--- src/rtl/rr_arbiter.sv ---
// N-requester arbiter with registered one-hot grant, round-robin or fixed
// priority selection, and an optional maximum-hold counter for fair rotation.

module rr_arbiter_lane #(
  parameter int N       = 4,
  parameter int IDX_W   = 2,
  parameter int LANE    = 0,
  parameter int RR_MODE = 1
) (
  input  logic [IDX_W-1:0] ptr,
  input  logic [N-1:0]     cand,
  output logic             win
);
  // Search rank of requester j: distance from ptr (with wrap) or plain index.
  function automatic int rank(input int j, input int p);
    if (RR_MODE == 0) return j;
    return (j >= p) ? (j - p) : (j + N - p);
  endfunction

  always_comb begin
    win = cand[LANE];
    for (int j = 0; j < N; j++) begin
      if (j != LANE && cand[j] && rank(j, int'(ptr)) < rank(LANE, int'(ptr)))
        win = 1'b0;
    end
  end
endmodule

module rr_arbiter #(
  parameter int N        = 4,
  parameter int IDX_W    = $clog2(N),
  parameter int RR_MODE  = 1,
  parameter int MAX_HOLD = 0,
  parameter int CNT_W    = 8
) (
  input  logic             clk,
  input  logic             rst_n,
  input  logic [N-1:0]     req,
  output logic [N-1:0]     grant,
  output logic             grant_valid,
  output logic [IDX_W-1:0] grant_idx
);
  typedef enum logic {IDLE, OWNED} state_t;

  localparam logic [CNT_W-1:0] HOLD     = CNT_W'(MAX_HOLD);
  localparam logic [CNT_W-1:0] CNT_MAX  = '1;
  localparam logic [IDX_W-1:0] LAST_IDX = IDX_W'(N - 1);

  state_t           state, state_n;
  logic [N-1:0]     grant_n;
  logic [IDX_W-1:0] idx_n, ptr, ptr_n;
  logic [CNT_W-1:0] cnt, cnt_n;

  logic [N-1:0]     cand, sel_oh;
  logic             sel_any, take;
  logic [IDX_W-1:0] sel_idx;

  // Masking out the current owner covers every case: in IDLE grant is zero,
  // and on release req[owner] is already low.
  assign cand    = req & ~grant;
  assign sel_any = |cand;

  for (genvar i = 0; i < N; i++) begin : g_lane
    rr_arbiter_lane #(
      .N(N), .IDX_W(IDX_W), .LANE(i), .RR_MODE(RR_MODE)
    ) u_lane (
      .ptr  (ptr),
      .cand (cand),
      .win  (sel_oh[i])
    );
  end

  always_comb begin
    sel_idx = '0;
    for (int i = 0; i < N; i++)
      if (sel_oh[i]) sel_idx = sel_idx | IDX_W'(i);
  end

  always_comb begin
    state_n = state;
    grant_n = grant;
    idx_n   = grant_idx;
    cnt_n   = cnt;
    ptr_n   = ptr;
    take    = 1'b0;
    case (state)
      IDLE: if (|req) take = 1'b1;
      OWNED: begin
        if (!req[grant_idx]) begin
          if (sel_any) take = 1'b1;
          else begin
            state_n = IDLE;
            grant_n = '0;
            idx_n   = '0;
            cnt_n   = '0;
          end
        end else if (MAX_HOLD == 0 || cnt < HOLD) begin
          cnt_n = (cnt == CNT_MAX) ? cnt : cnt + 1'b1;
        end else if (sel_any) begin
          take = 1'b1;
        end else begin
          cnt_n = CNT_W'(1);
        end
      end
      default: state_n = IDLE;
    endcase
    if (take) begin
      state_n = OWNED;
      grant_n = sel_oh;
      idx_n   = sel_idx;
      cnt_n   = CNT_W'(1);
      ptr_n   = (sel_idx == LAST_IDX) ? '0 : sel_idx + 1'b1;
    end
  end

  always_ff @(posedge clk or negedge rst_n) begin
    if (!rst_n) begin
      state     <= IDLE;
      grant     <= '0;
      grant_idx <= '0;
      cnt       <= '0;
      ptr       <= '0;
    end else begin
      state     <= state_n;
      grant     <= grant_n;
      grant_idx <= idx_n;
      cnt       <= cnt_n;
      ptr       <= ptr_n;
    end
  end

  assign grant_valid = (state == OWNED);
endmodule

--- config.mk ---
export PLATFORM = sky130hd
export DESIGN_NAME = rr_arbiter
export DESIGN_NICKNAME = d
export VERILOG_FILES = /design/src/rtl/rr_arbiter.sv
export SDC_FILE = /design/constraint.sdc
export NUM_CORES = 1
export LEC_CHECK = 0
export CAP_MARGIN = 20
export CELL_PAD_IN_SITES_DETAIL_PLACEMENT = 0
export CELL_PAD_IN_SITES_GLOBAL_PLACEMENT = 1
export CORE_MARGIN = 5
export CORE_UTILIZATION = 39
export CTS_BUF_LIST = sky130_fd_sc_hd__clkbuf_4
export DETAILED_ROUTE_END_ITERATION = 10
export GPL_TIMING_DRIVEN = 0
export HOLD_SLACK_MARGIN = 0.1
export PLACE_DENSITY = 0.86
export SYNTH_ARGS = -nofsm -noshare
export SYNTH_HDL_FRONTEND = slang
export SYNTH_SLANG_ARGS = --single-unit
--- constraint.sdc ---
create_clock -name clk -period 2 [get_ports clk]
set_input_delay 0.2 -clock clk [delete_from_list [all_inputs] [get_ports clk]]
set_output_delay 0.2 -clock clk [all_outputs]
set_load 0.05 [all_outputs]
-- Word level (Yosys, flattened, before mapping)
Index checks and enable logic that the tools add are counted.
- logic and storage cells: 86
- register bits after elaboration: 9
- $lt $le $gt $ge: 16
- muxes and demuxes: 36
- bitwise operators: 3
- eq/ne operators: 3
- $add $sub $neg: 8
- reduce and logical (&&, ||, !) cells: 16
- operator list (kind ; count):
    < comparator 32 bit ; 12
    two-way mux 32 bit ; 3
    two-way mux 1 bit ; 20
    two-way mux 4 bit ; 4
    two-way mux 2 bit ; 7
    logical AND 1 bit ; 12
    subtractor 3 x 2 -> 4 bit (first input constant) ; 3
    OR reduction 4 bit ; 2
    subtractor 1 x 2 -> 3 bit (first input constant) ; 2
    subtractor 2 x 2 -> 3 bit (first input constant) ; 2
    bitwise AND 4 bit ; 1
    greater-or-equal comparator 1 x 2 -> 1 bit (first input constant) ; 2
    inverter 4 bit ; 1
    < comparator 2 x 3 -> 1 bit (second input constant) ; 1
    AND reduction 3 bit ; 1
    adder 2 x 1 -> 2 bit (second input constant) ; 1
    binary-select mux 1 bit (select 2 bit) ; 1
    == test 2 bit (second input constant) ; 1
    greater-or-equal comparator 2 bit (first input constant) ; 1
    != test 2 x 1 -> 1 bit (second input constant) ; 1
    != test 2 bit (second input constant) ; 1
    one-hot mux 1 bit (2 select lines) ; 1
    nonzero test 2 bit ; 1
    inverter 1 bit ; 1

-- Longest topological paths before layout
- depth in word-level cells: 12
- depth in mapped cells: 6

-- By module
Synthesis repeated with hierarchy kept, for this count alone.
- cells, all modules: 60
- area total of the unflattened synthesis: 630.6 sq um
- by module, submodules not included (module ; instances ; area each (sq um) ; cells an instance ; seq. area each (sq um)):
    rr_arbiter ; 1 ; 481.7 ; 40 ; 225.2
    rr_arbiter_lane (g_lane[0].u_lane) ; 1 ; 52.6 ; 7 ; 0.0
    rr_arbiter_lane (g_lane[2].u_lane) ; 1 ; 48.8 ; 6 ; 0.0
    rr_arbiter_lane (g_lane[3].u_lane) ; 1 ; 27.5 ; 4 ; 0.0
    rr_arbiter_lane (g_lane[1].u_lane) ; 1 ; 20.0 ; 3 ; 0.0

-- Worst setup path after synthesis
OpenSTA, ideal clock, no wires.
- path kind: flip-flop to flip-flop
- start: reg grant_idx[0]
- end: reg ptr[0]
- data required time: 1875 ps
- setup slack: 21 ps
- period minus slack after synthesis: 1979 ps
- stages on the path, launching flop included: 5
- path buffers: 0
- setup time: 125 ps
- arrival: 1853 ps
- cell sequence: dfrtp_1 mux4_2 a41o_1 o21a_2 mux2_4
- cells in the longest elaborated chain, start to end: 4
- RTL lines (what ; RTL line ; source):
    start: declaration ; 41 ; output logic [IDX_W-1:0] grant_idx
    start signal: assignment ; 126 ; grant_idx <= idx_n;
    binary-select mux 1 bit (select 2 bit) ; 89 ; if (!req[grant_idx]) begin
    two-way mux 1 bit (not written as such) ; 89 ;
    two-way mux 1 bit ; 89 ;
    one-hot mux 1 bit (2 select lines) ; 86 ; case (state)
    end signal: assignment ; 128 ; ptr <= ptr_n;
    end: declaration ; 51 ; logic [IDX_W-1:0] idx_n, ptr, ptr_n;
No other way between the ends. The select of a mux whose other input is x is not followed.
A chain may end at the register's enable or synchronous reset.

-- Final worst setup path
- start: reg ptr[1]
- end: reg ptr[0]
- cells in the longest elaborated chain, start to end: 12
- RTL lines (what ; RTL line ; source):
    subtractor 3 x 2 -> 4 bit (tied with other cells) ; 17 ; return (j >= p) ? (j - p) : (j + N - p);
    two-way mux 32 bit (on tied branches) ; n/a ;
    < comparator 32 bit ; 23 ; if (j != LANE && cand[j] && rank(j, int'(ptr)) < rank(LANE, int'(ptr)))
    logical AND 1 bit ; 23 ;
    two-way mux 1 bit (3 in a row) ; 23 ;
    two-way mux 1 bit ; 76 ; if (sel_oh[i]) sel_idx = sel_idx | IDX_W'(i);
    two-way mux 2 bit ; 76 ;
    two-way mux 2 bit (*) ; 76 ;
    adder 2 x 1 -> 2 bit / == test 2 bit (equally long branches) ; 112 ; ptr_n = (sel_idx == LAST_IDX) ? '0 : sel_idx + 1'b1;
    two-way mux 2 bit (*) ; 112 ;
Every way passes the cells marked *; elsewhere a longest branch is shown, timed or not.

==> impl_metrics.csv <==
group,metric,value,unit
outcome,status,"finished, final reports clean",
logic_synthesis,synthCells,58,
timing,hold_violations,0,
clocking,clock_path_buffers,2,
placed_design,dp.final_hpwl,1.16,mm
global_route,grt_remaining_overflow,0,
global_route,grt_max_degree,10,
clocking,path_clk_slew,60,ps
worst_setup_path,crit_slowest_cell,"a2111oi_2",
detailed_routing,dr_total_vias,531,
die,row_count,14,
logic_synthesis,synthDistinctLibCells,27,
timing,period_needed,1890,ps
die,die_area,2460,µm²
timing,max_slew_margin,64.4,%
timing,setup-tns-final,0,ps
clocking,h-tree-depth,1,
final_layout,syn2layout_area_growth,28.7,%
worst_setup_path,crit_path_end_kind,"register",
logic_synthesis,synth_edf_count,0,
logic_synthesis,synth_flop_cell,"dfrtp_1",
detailed_routing,ant_nets,0,
clocking,insertion_delay,260,ps
worst_setup_path,r2r_start,"ptr[1]$_DFFE_PN0P_",
worst_setup_path,critPathKind,"register to register",
final_layout,instances_no_fill,90,
power,ir_drop,0.000726,V
logic_synthesis,syn-cell-area,611,µm²
die,start_util,41.0,%
die,fp.dieW,49.6,µm
timing,slew_viol_final,0,
final_layout,final_cell_area,786,µm²
final_layout,drive_gt1_share,13.5,%
worst_setup_path,arrival,2040,ps
worst_setup_path,r2r_slack,110,ps
clocking,numCtsBuffers,3,
clocking,cts_tree,"done",
clocking,cts-root-buf,"clkbuf_4",
global_route,first_global_vias,572,
timing,finalSetupViolCount,0,
power,power_leakage,0.340,nW
global_route,grt_usage,13.2,%
detailed_routing,wl_per_cell,16.3,µm
detailed_routing,drcViolationCount,0,
global_route,antenna_found_initial,0,
timing,rsz0062_at_grt,"no",
placed_design,placed_cells,86,
timing,tightest_slew,527,ps
detailed_routing,wl,1.47,mm
worst_setup_path,worstRegToRegCells,6,
clocking,post-cts-setup-buffer-count,0,
logic_synthesis,synth_fp_nets,69,
clocking,clkSinkCount,9,
die,die-height,49.6,µm
timing,min_period_over_period,94.4,%
power,powerDensity,1540,nW/µm²
final_layout,final_cell_mix,"12 x clkdlybuf4s50_1, 9 x dfrtp_1, 5 x ha_1",
logic_synthesis,ys_seq_area_share,36.9,%
detailed_routing,vias_per_cell,5.90,
final_layout,n_antenna_cell,0,
die,core,1490,µm²
worst_setup_path,worstPathCellList,"inv_1 -> ha_1 -> nor4bb_1 -> a2111oi_2 -> a21oi_1 -> mux2_4",
logic_synthesis,async_reset_ff_share,100,%
hold_path,hold_class,"input port to asynchronous set/reset pin",
worst_setup_path,r2r-end,"ptr[0]$_DFFE_PN0P_",
global_route,grt_first_pass_wirelength,2.54,mm
job,maxCapViolCount,0,
worst_setup_path,cpPeakStageDelay,550,ps
logic_synthesis,synth_warnings,0,
placed_design,gp_congestion,0.865,
final_layout,nets,86,
die,io_pins,13,
worst_setup_path,critPathMaxFanout,5,
logic_synthesis,syn_area_per_cell,10.5,µm²
clocking,cts_resized,0,
detailed_routing,dr.pass1.iters,4,
worst_setup_path,start_kind,"register",
final_layout,layout.cells.most_common,"clkdlybuf4s50_1",
clocking,ctsHoldBuffers,0,
timing,clock.fmax,529,MHz
placed_design,placed_area,751,µm²
detailed_routing,drt-initial-drc-count,10,
logic_synthesis,ys_seq_elements,9,
placed_design,portBuffers,12,
timing,fin_skew,9.40,ps
worst_setup_path,cp.required,2150,ps
[layout make-up]
class,instances,area [µm²]
clock buffers,4,30.0
repair buffers,12,120
fillers,143,703
flip-flops and latches,9,225
multi-input cells,46,379
inverters,3,11.3
well taps,16,20.0
[sequential cells by signal, summed over array words and instances, names as in the netlist]
signal and cells:
grant_idx 2, ptr 2, grant 4, grant_valid 1
[critical path, delay by kind of cell (launching register included)]
kind / cells / cell delay, ps
AOI/OAI and AO/OA: 2 / 670
DFF: 1 / 420
muxes: 1 / 290
adders and majority gates: 1 / 170
and+or+nand+nor: 1 / 80
buffers and inverters: 1 / 140
[kinds of logic (layout without fill, tap and decap cells)]
logic type / Yosys count / count (layout) / share of synthesized area [%]
adders and majority gates: 5 / 5 / 10.2
muxes: 3 / 3 / 7.99
DFF: 9 / 9 / 36.9
buffers and inverters: 3 / 19 / 1.84
AOI/OAI and AO/OA: 19 / 19 / 23.6
and+or+nand+nor: 19 / 19 / 19.5
[worst max-delay path by stage]
stage	startpoint	to	slack (ps)
2_1_floorplan	grant_idx[0]$_DFFE_PN0P_	ptr[0]$_DFFE_PN0P_	20
3_3_place_gp	req[2]	ptr[0]$_DFFE_PN0P_	-100
3_5_place_dp	req[2]	ptr[0]$_DFFE_PN0P_	-100
4_1_cts	ptr[1]$_DFFE_PN0P_	ptr[0]$_DFFE_PN0P_	30
5_1_grt	ptr[1]$_DFFE_PN0P_	ptr[0]$_DFFE_PN0P_	40
6_report	ptr[1]$_DFFE_PN0P_	ptr[0]$_DFFE_PN0P_	110
[metrics by stage]
stage	hold WS, ps	total power [W]	setup WS (ps)	util [%]
global placement	516	0.00104	-99.7	50.4
global route	255	0.00131	37.8	52.8
detailed placement	523	0.00105	-104	50.4
finish	228	0.00121	111	52.8
CTS	238	0.00121	31.8	52.4
floorplan	-95.6	0.000838	21.5	-
[synth_stat cells (2+ instances only)]
master	n	area (µm²)
dfrtp_1	9	225
nor2b_1	2	12.5
inv_1	3	11.3
nor2_1	2	7.51
a21oi_1	4	20.0
ha_1	5	62.6
nand2b_1	4	25.0
nand2_1	3	11.3
o2bb2ai_1	3	26.3
o21ai_0	3	15.0
nor3b_1	3	22.5
a41o_1	2	20.0
[report_power, final]
part / internal, W / switching, W / leakage [nW]
sequential: 0.000251 / 0.0000813 / 0.111
clock: 0.0000902 / 0.0000603 / 0.0184
combinational: 0.000300 / 0.000428 / 0.210
[layer usage]
metal / global-route usage [%] / wire length, µm / vias to the layer above / part of all wire, %
met4: 9.17 / 35 / 0 / 2.4
met5: 0 / 0 / - / 0
met3: 1.51 / 54 / 4 / 3.7
li1: - / - / 254 / -
met2: 20.3 / 698 / 11 / 47
met1: 16.9 / 683 / 262 / 46
No activity file was read; power rests on OpenSTA's default activity.
